`config.mk`:
```
export PLATFORM = sky130hd
export DESIGN_NAME = cpu_ctrl_fsm
export DESIGN_NICKNAME = d
export VERILOG_FILES = /design/src/rtl/cpu_ctrl_fsm.sv
export SDC_FILE = /design/constraint.sdc
export NUM_CORES = 1
export LEC_CHECK = 0
export CORE_UTILIZATION = 47
export CTS_BUF_LIST = sky130_fd_sc_hd__clkbuf_2
export DETAILED_ROUTE_END_ITERATION = 8
export HOLD_SLACK_MARGIN = 0.08
export PLACE_DENSITY = 0.92
export SYNTH_ARGS = -nofsm -noshare
export SYNTH_HDL_FRONTEND = slang
export SYNTH_SLANG_ARGS = --single-unit
```
`constraint.sdc`:
```
create_clock -name clk -period 3.3 [get_ports clk]
set_input_delay 0.33 -clock clk [delete_from_list [all_inputs] [get_ports clk]]
set_output_delay 0.33 -clock clk [all_outputs]
set_load 0.05 [all_outputs]
```
`src/rtl/cpu_ctrl_fsm.sv`:
```
// cpu_ctrl_fsm: multi-cycle RV32I control sequencer (FETCH/DECODE/EXEC/MEM/WB, optional TRAP).
// Define ILLEGAL_TRAP_EN to trap illegal opcodes/func3 instead of running them as NOPs.
module cpu_ctrl_fsm #(
  parameter int         CNT_W       = 32,
  parameter logic [2:0] RESET_STATE = 3'd0
) (
  input  logic             clk,
  input  logic             rst,
  input  logic [6:0]       opcode,
  input  logic [2:0]       func3,
  input  logic             branch_taken,
  input  logic             mem_ready,
  output logic [2:0]       state,
  output logic             ir_we,
  output logic             pc_we,
  output logic [1:0]       pc_sel,
  output logic             rf_we,
  output logic [1:0]       wb_sel,
  output logic             alu_b_sel,
  output logic [1:0]       imm_sel,
  output logic             mem_req,
  output logic             mem_we,
  output logic             mem_addr_sel,
  output logic             retire,
  output logic [CNT_W-1:0] retired_cnt,
  output logic             illegal
);
  typedef enum logic [2:0] {FETCH, DECODE, EXEC, MEM, WB, TRAP} state_t;
  localparam logic [6:0] OP_R    = 7'b0110011;
  localparam logic [6:0] OP_I    = 7'b0010011;
  localparam logic [6:0] OP_LD   = 7'b0000011;
  localparam logic [6:0] OP_ST   = 7'b0100011;
  localparam logic [6:0] OP_BR   = 7'b1100011;
  localparam logic [6:0] OP_JAL  = 7'b1101111;
  localparam logic [6:0] OP_JALR = 7'b1100111;
`ifdef ILLEGAL_TRAP_EN
  localparam logic TRAP_EN = 1'b1;
`else
  localparam logic TRAP_EN = 1'b0;
`endif
  state_t state_q, state_d;
  logic [CNT_W-1:0] retired_cnt_q, retired_cnt_d;
  logic illegal_q, illegal_d;
  logic is_r, is_i, is_ld, is_st, is_br, is_jal, is_jalr, supported, bad;
  logic [1:0] imm_fmt;
  assign is_r      = opcode == OP_R;
  assign is_i      = opcode == OP_I;
  assign is_ld     = opcode == OP_LD;
  assign is_st     = opcode == OP_ST;
  assign is_br     = opcode == OP_BR;
  assign is_jal    = opcode == OP_JAL;
  assign is_jalr   = opcode == OP_JALR;
  assign supported = is_r | is_i | is_ld | is_st | is_br | is_jal | is_jalr;
  assign bad = TRAP_EN & (~supported
             | (is_br & (func3 == 3'b010 | func3 == 3'b011))
             | (is_ld & (func3 == 3'b011 | func3[2:1] == 2'b11))
             | (is_st & (func3 > 3'b010))
             | (is_jalr & (func3 != 3'b000)));
  assign imm_fmt = is_st ? 2'd1 : is_br ? 2'd2 : is_jal ? 2'd3 : 2'd0;
  assign state       = state_q;
  assign retired_cnt = retired_cnt_q;
  assign illegal     = illegal_q;
  always_comb begin
    state_d      = state_q;
    illegal_d    = illegal_q;
    ir_we        = 1'b0;
    pc_we        = 1'b0;
    pc_sel       = 2'd0;
    rf_we        = 1'b0;
    wb_sel       = 2'd0;
    alu_b_sel    = 1'b0;
    imm_sel      = 2'd0;
    mem_req      = 1'b0;
    mem_we       = 1'b0;
    mem_addr_sel = 1'b0;
    retire       = 1'b0;
    if (!rst) begin
      case (state_q)
        FETCH: begin
          mem_req = 1'b1;
          ir_we   = mem_ready;
          state_d = mem_ready ? DECODE : FETCH;
        end
        DECODE: state_d = EXEC;
        EXEC: begin
          imm_sel   = imm_fmt;
          alu_b_sel = supported & ~is_r;
          if (bad) begin
            state_d   = TRAP;
            illegal_d = 1'b1;
          end else if (is_ld | is_st) begin
            state_d = MEM;
          end else if (is_br | ~supported) begin
            pc_we   = 1'b1;
            pc_sel  = {1'b0, is_br & branch_taken};
            retire  = 1'b1;
            state_d = FETCH;
          end else begin
            state_d = WB;
          end
        end
        MEM: begin
          imm_sel      = imm_fmt;
          alu_b_sel    = supported & ~is_r;
          mem_req      = 1'b1;
          mem_addr_sel = 1'b1;
          mem_we       = is_st;
          if (mem_ready) begin
            pc_we   = ~is_ld;
            retire  = ~is_ld;
            state_d = is_ld ? WB : FETCH;
          end
        end
        WB: begin
          rf_we   = 1'b1;
          pc_we   = 1'b1;
          retire  = 1'b1;
          wb_sel  = is_ld ? 2'd1 : (is_jal | is_jalr) ? 2'd2 : 2'd0;
          pc_sel  = is_jal ? 2'd1 : is_jalr ? 2'd2 : 2'd0;
          state_d = FETCH;
        end
        TRAP: state_d = TRAP_EN ? TRAP : FETCH;
        default: state_d = FETCH;
      endcase
    end
  end
  assign retired_cnt_d = retired_cnt_q + CNT_W'(retire);
  always_ff @(posedge clk) begin
    if (rst) begin
      state_q       <= state_t'(RESET_STATE);
      retired_cnt_q <= '0;
      illegal_q     <= 1'b0;
    end else begin
      state_q       <= state_d;
      retired_cnt_q <= retired_cnt_d;
      illegal_q     <= illegal_d;
    end
  end
endmodule

```
==> impl_results.md, run 1 <==
* Reg2reg path depth at 10
* Die area at ~0.0043 sq mm
* Cell Area, Synth at 0.001891 sq mm
* DRC Markers at 0
* Proportion of layout cells with a drive suffix above 1 at approximately 12%
* Final hold viol count at 0
* CP required at around 3600 ps
* IO buf count at 59
* Maximum number of pins on one net before global-route repair at 39
* Routability cong. at 0.8747
* Sequential fraction of the synthesis area at 37.06%
* Wire length per cell at between 10 and 15 microns
* Upper clock frequency limit at 0.3312 GHz
* Post-Synthesis Net Count at approximately 250
* Boundary pin count at 64
* Slew headroom at a little over three fifths
* # diodes at 0
* Worst Skew at 17.01 ps
* Final period utilization at about nine tenths
* Final min period at 3019 ps
* Initial antenna violation count at 0
* Router iterations before antenna repair at 4
* Die width at roughly 65 microns
* Cts hold-fix bufs at 0
* Crit end category: flip-flop
* Crit Path Category: reg2reg
* Worst min path class: reg2reg
* Post-layout worst setup margin at around 280 ps
* Cell Area, Placed at ~0.0026 sq mm
* Final Setup Violations at 0
* Async SR Flop Fraction at 0%
* GRT overflow at 0
* CTS buffer count at 5
* Post-synth EDFFs at 0
* #FFs+latches synth at 35
* Clk_lat worst skew at 360 ps
* Total wire length at 4.744 mm
* CP startpoint kind: flip-flop
* Max_cap viols at 0
* Post-CTS setup buffer count at 0
* Dominant cell type by area after synthesis: dfxtp_1
* Crit path DAT at 3300 ps
* Vias per cell at around 5.9
* Longest Clk Path Bufs at 2
* DP Cell Count at 334
* Vias in the first global route at ~1800
* Gr usage total at between 20% and 30%
* Pre-CTS setup slack at -33.46 ps
* Core area at 0.003771 sq mm
* Worst-path clk slew at 170 ps
* Pwr per Cell Area at ~260 mW/mm^2
* Initial core utilization at about 50%
* Leakage at ~0.00091 uW
* Die Ht at 65.42 microns
* Syn Inst Count at 230
* RSZ-0062 raised after global routing: no
* Avg Cell Area, Syn at ~8 sq um
* Post-route ant nets at 0
* Post-DP HPWL at roughly 3.6 mm
* # H-tree levels at 2
* TritonCTS clock tree: done
* Final setup TNS at 0 ps
* First-pass GRT wire length at approximately 7.8 mm
* Vias at just over 2000
* Nets@finish at roughly 310
* Max IR drop VDD at 0.1887 mV
* WHS Path Cells at 2
* Slew @ Worst Pin at roughly 550 ps
* Hold WS at 500.9 ps
* Warnings from Yosys at 0
* P&R area growth vs syn at 41.83%
* Status: finished clean
* Library cells used by synthesis at 38
* Post-cts resize count at 0
* Clk sinks at 35
* Fillcell total at 294
* Final count of pins violating max slew at 0
* Post-synth top area share at a little under two fifths
* Synth Flop Type: dfxtp_1
* Top cells by area, synth: dfxtp_1 37%, a21oi_1 6.4%, o31ai_1 6.4%, or4_1 6.4%, nand3_1 4.0%
* Cell area after layout at ~0.0027 sq mm
* Crit path max fanout at 9
* Non-Filler Instances at approximately 340
* DRT iter0 DRCs at roughly 150
* Root buffer cell: clkbuf_2
* FP Rows at 22
==> synthesized netlist by cell type, types with 2 or more instances <==
master    count
nand3_1      15
o21ai_0       6
clkbuf_1      5
nand4_1      11
ha_1          2
nor2b_1       5
xnor2_1       3
or4_1        16
buf_2         3
buf_4         3
nor4_1        2
and3_1        4
o31ai_1      16
xor2_1        7
nor2_1       17
or3_1         8
nand2b_1      2
inv_1         4
dfxtp_1      35
nor3_1        8
nand2_1      14
and4_1        4
and2_1        2
a21oi_1      24
==> state kept, by name (all words and copies together), names as in the netlist <==
signal,cells
retired_cnt,32
state,3
==> placed cells by master, fill, tap and decap left out, types with 7 or more instances in the layout <==
cell type	count
nor2_1	17
nand3_1	14
nand4_1	11
clkdlybuf4s50_1	46
nand2_1	14
or3_1	8
or4_1	16
buf_4	14
a21oi_1	24
xor2_1	7
buf_12	9
nor3_1	7
o31ai_1	16
dfxtp_1	33
==> layout make-up <==
cell class | instances | area [sq um] | share of cell area (%)
timing repair buffer | 69 | 745.7 | 27.81
multi-input combinational | 178 | 1120 | 41.76
clock inverter | 2 | 7.507 | 0.2800
inverter | 4 | 15.01 | 0.5600
tap | 48 | 60.06 | 2.240
sequential | 35 | 703.2 | 26.22
clock buffer | 6 | 30.03 | 1.120
==> layer usage <==
metal	wire length [microns]	up-vias	GRT usage, %
met1	2096	940	28.54
li1	-	1000	-
met4	64	0	9.511
met2	2291	74	39.69
met3	291	6	5.035
met5	0	-	0
==> report_power, final <==
group          internal (uW)  switching [uW]
Clock                   51.0             135
Sequential               425            3.44
Combinational           31.4            43.2
==> per-stage QoR <==
stage / util [%] / total power (uW)
4_1_cts: 71.10 / 692.7
2_1_floorplan: - / 476.4
3_3_place_gp: 70.11 / 510.3
6_report: 71.10 / 689.3
5_1_grt: 71.10 / 722.9
3_5_place_dp: 70.11 / 511.4
==> logic make-up (layout without fill, tap and decap cells) <==
| group | after synthesis | after routing | share of synthesized area, % |
|---|---|---|---|
| other | 1 | 1 | 0.1984 |
| XOR/XNOR | 10 | 10 | 4.633 |
| AND/OR/NAND/NOR | 113 | 113 | 35.01 |
| multiplexers | 2 | 2 | 1.125 |
| flip-flops | 35 | 35 | 37.06 |
| AO/OA/AOI/OAI | 50 | 50 | 16.08 |
| buffers and inverters | 17 | 81 | 4.566 |
| adder cells (fa/ha/maj) | 2 | 2 | 1.323 |
==> critical path: stages (launching register included) <==
cell and delay [ps]:
dfxtp_1 440, nor3b_1 280, o31ai_1 130, or4_1 550, nand3_2 110, ha_1 230, nand2_1 90, buf_4 160
nor4_1 500, nand3_1 160, mux2_2 280
==> path summary, 6_finish.rpt <==
check | start | endpoint | slack, ps
max | state[2] | retired_cnt[13] | 280
min | retired_cnt[31] | retired_cnt[31] | 500
max reg2reg | state[2] | retired_cnt[13] | 280
min reg2reg | retired_cnt[31] | retired_cnt[31] | 500
(Power assumes the default switching activity.)
==> run 2: changes to the inputs <==
--- a/config.mk
+++ b/config.mk
@@ -5,10 +5,12 @@
 export SDC_FILE = /design/constraint.sdc
 export NUM_CORES = 1
 export LEC_CHECK = 0
+export CAP_MARGIN = 20
 export CORE_UTILIZATION = 47
 export CTS_BUF_LIST = sky130_fd_sc_hd__clkbuf_2
 export DETAILED_ROUTE_END_ITERATION = 8
 export HOLD_SLACK_MARGIN = 0.08
+export MAX_ROUTING_LAYER = met4
 export PLACE_DENSITY = 0.92
 export SYNTH_ARGS = -nofsm -noshare
 export SYNTH_HDL_FRONTEND = slang
==> run 2 against run 1 <==
Against the previous run:
- critical path depth unchanged
- clock-buffer cell count unchanged
- total power about the same
- critical path type unchanged
- global-route usage up 0.67 points
- core utilization unchanged
- worst hold slack worse by 0.64 ps
- highest routed layer unchanged
==> impl_results.md, run 2 (synthesis gave the netlist of run 1 again) <==
* P&R area growth vs syn at 41.83% (unchanged)
* # H-tree levels at 2 (unchanged)
* Cell area after layout at 0.002681 sq mm (unchanged)
* Cts hold-fix bufs at 0 (unchanged)
* Worst setup path startpoint: state[2]
* Worst R2R End: retired_cnt[13]
* Worst-path clk slew at 170 ps (about the same)
* GRT overflow at 0 (unchanged)
* Gr usage total at 24.10% (+0.67 points)
* R2r startpoint: state[2]
* Leading cell type in the layout, fill and taps excluded: clkdlybuf4s50_1
* Post-layout util at 71.10% (unchanged)
* Wire length per cell at 13.96 microns (+0.65%)
* Upper clock frequency limit at 0.3296 GHz (-0.50%)
* Worst Skew at 17.81 ps (+0.7992 ps)
* Crit end category: flip-flop
* Crit path DAT at 3310 ps (about the same)
* Vias at 2020 (unchanged)
* Slew @ Worst Pin at 543.2 ps (-5.279 ps)
* Final period utilization at 91.95% (+0.46 points)
* CTS buffer count at 5 (unchanged)
* Worst min path class: reg2reg
* Post-CTS setup buffer count at 0 (unchanged)
* Pwr per Cell Area at 257.2 mW/mm^2 (about the same)
* Clk sinks at 35 (unchanged)
* Fillcell total at 294 (unchanged)
* Final min period at 3034 ps (+15.20 ps)
* Post-cts resize count at 0 (unchanged)
* Hold Startpoint: retired_cnt[31]
* Most Crowded Layer GR: met2
* TritonCTS clock tree: done
* IO buf count at 59 (unchanged)
* Routability cong. at 0.8890 (+1.6%)
* Post-layout worst setup margin at 265.6 ps (-15.20 ps)
* Hold Path Sink: retired_cnt[31]
* # diodes at 0 (unchanged)
* Post-DP HPWL at 3.551 mm (unchanged)
* GR Util met1 at 28.86% (+0.32 points)
* CP startpoint kind: flip-flop
* CP required at 3580 ps (about the same)
* Longest Clk Path Bufs at 2 (unchanged)
* R2R setup slack at 270 ps (-20 ps)
* Leakage at 0.0009134 uW (unchanged)
* Pre-CTS setup slack at -33.46 ps (unchanged)
* Max IR drop VDD at 0.1890 mV (+0.17%)
* Die Ht at 65.42 microns (unchanged)
* Proportion of layout cells with a drive suffix above 1 at 12.24% (unchanged)
* Boundary pin count at 64 (unchanged)
* DRC Markers at 0 (unchanged)
* Final count of pins violating max slew at 0 (unchanged)
* Most frequent cells in the layout: 46 x clkdlybuf4s50_1, 33 x dfxtp_1, 24 x a21oi_1
* Final hold viol count at 0 (unchanged)
* Vias per cell at 5.906 (unchanged)
* Initial core utilization at 50.13% (unchanged)
* Final Setup Violations at 0 (unchanged)
* Vias in the first global route at 1807 (-0.22%)
* Slew headroom at 63.45% (+0.13 points)
* Cell Area, Placed at 0.002644 sq mm (unchanged)
* Root buffer cell: clkbuf_2
* Number of flip-flops in the largest register at 32 (unchanged)
* First-pass GRT wire length at 7.845 mm (+0.36%)
* Reg2reg path depth at 10 (unchanged)
* Nets@finish at 309 (unchanged)
* Status: finished clean
* Die area at 0.004280 sq mm (unchanged)
* WHS Path Cells at 2 (unchanged)
* M3 GR Usage at 4.688% (-0.35 points)
* Post-route ant nets at 0 (unchanged)
* RSZ-0062 raised after global routing: no
* Total wire length at 4.775 mm (+0.65%)
* Max_cap viols at 0 (unchanged)
* Core area at 0.003771 sq mm (unchanged)
* Maximum number of pins on one net before global-route repair at 39 (unchanged)
* Crit Path Category: reg2reg
* Clk_lat worst skew at 360 ps (about the same)
* FP Rows at 22 (unchanged)
* Crit path max fanout at 9 (unchanged)
* Hold WS at 500.2 ps (-0.6360 ps)
* Met2 GRT Util at 39.69% (unchanged)
* DRT iter0 DRCs at 142 (-2.1%)
* Initial antenna violation count at 0 (unchanged)
* Die width at 65.42 microns (unchanged)
* Router iterations before antenna repair at 5 (+1)
run 2: cell counts in the layout (fill, tap and decap cells not counted):
No cell type changed its count.
run 2: power breakdown:
group	switching (uW)	internal, uW	total, uW
Clock	135	51.1	186
Combinational	43.3	31.4	74.7
Sequential	3.45	425	429
run 2: cell type report:
class                      count  area (sq um)  area share [%]
clock inverter                 2         7.507          0.2800
clock buffer                   6         30.03           1.120
multi-input combinational    178          1120           41.76
sequential                    35         703.2           26.22
inverter                       4         15.01          0.5600
timing repair buffer          69         745.7           27.81
tap                           48         60.06           2.240
run 2: worst max-delay path by stage:
stage	end	slack, ps	depth (start not counted)
after CTS	retired_cnt[13]	280	10
final	retired_cnt[13]	270	10
after detailed placement	retired_cnt[13]	-30	11
after global placement	retired_cnt[28]	140	10
after floorplan	retired_cnt[24]	20	12
after global routing	retired_cnt[13]	100	10
run 2: critical path, cell delays in order, from the launching register on:
cell and delay [ps]:
dfxtp_1 440, nor3b_1 280, o31ai_1 130, or4_1 550
nand3_2 110, ha_1 230, nand2_1 90, buf_4 160
nor4_1 510, nand3_1 160, mux2_2 290
run 2: through the flow:
stage | total power, uW | cells | setup TNS, ps
2_1_floorplan | 476.4 | 230 | 0
3_3_place_gp | 510.3 | 334 | 0
3_5_place_dp | 511.4 | 334 | -33.46
4_1_cts | 692.7 | 342 | 0
5_1_grt | 722.9 | 342 | 0
6_report | 689.6 | 342 | 0
run 2: per-layer routing:
metal / part of all wire [%] / vias to the layer above
met3: 6.3 / 6
li1: - / 995
met1: 44 / 943
met5: 0 / -
met2: 48 / 76
met4: 1.3 / 0
==> run 3: changes to the inputs <==
--- a/config.mk
+++ b/config.mk
@@ -5,7 +5,6 @@
 export SDC_FILE = /design/constraint.sdc
 export NUM_CORES = 1
 export LEC_CHECK = 0
-export CAP_MARGIN = 20
 export CORE_UTILIZATION = 47
 export CTS_BUF_LIST = sky130_fd_sc_hd__clkbuf_2
 export DETAILED_ROUTE_END_ITERATION = 8
==> results of run 3 <==
The final DEF is identical to that of run 2; final timing and power are the same.
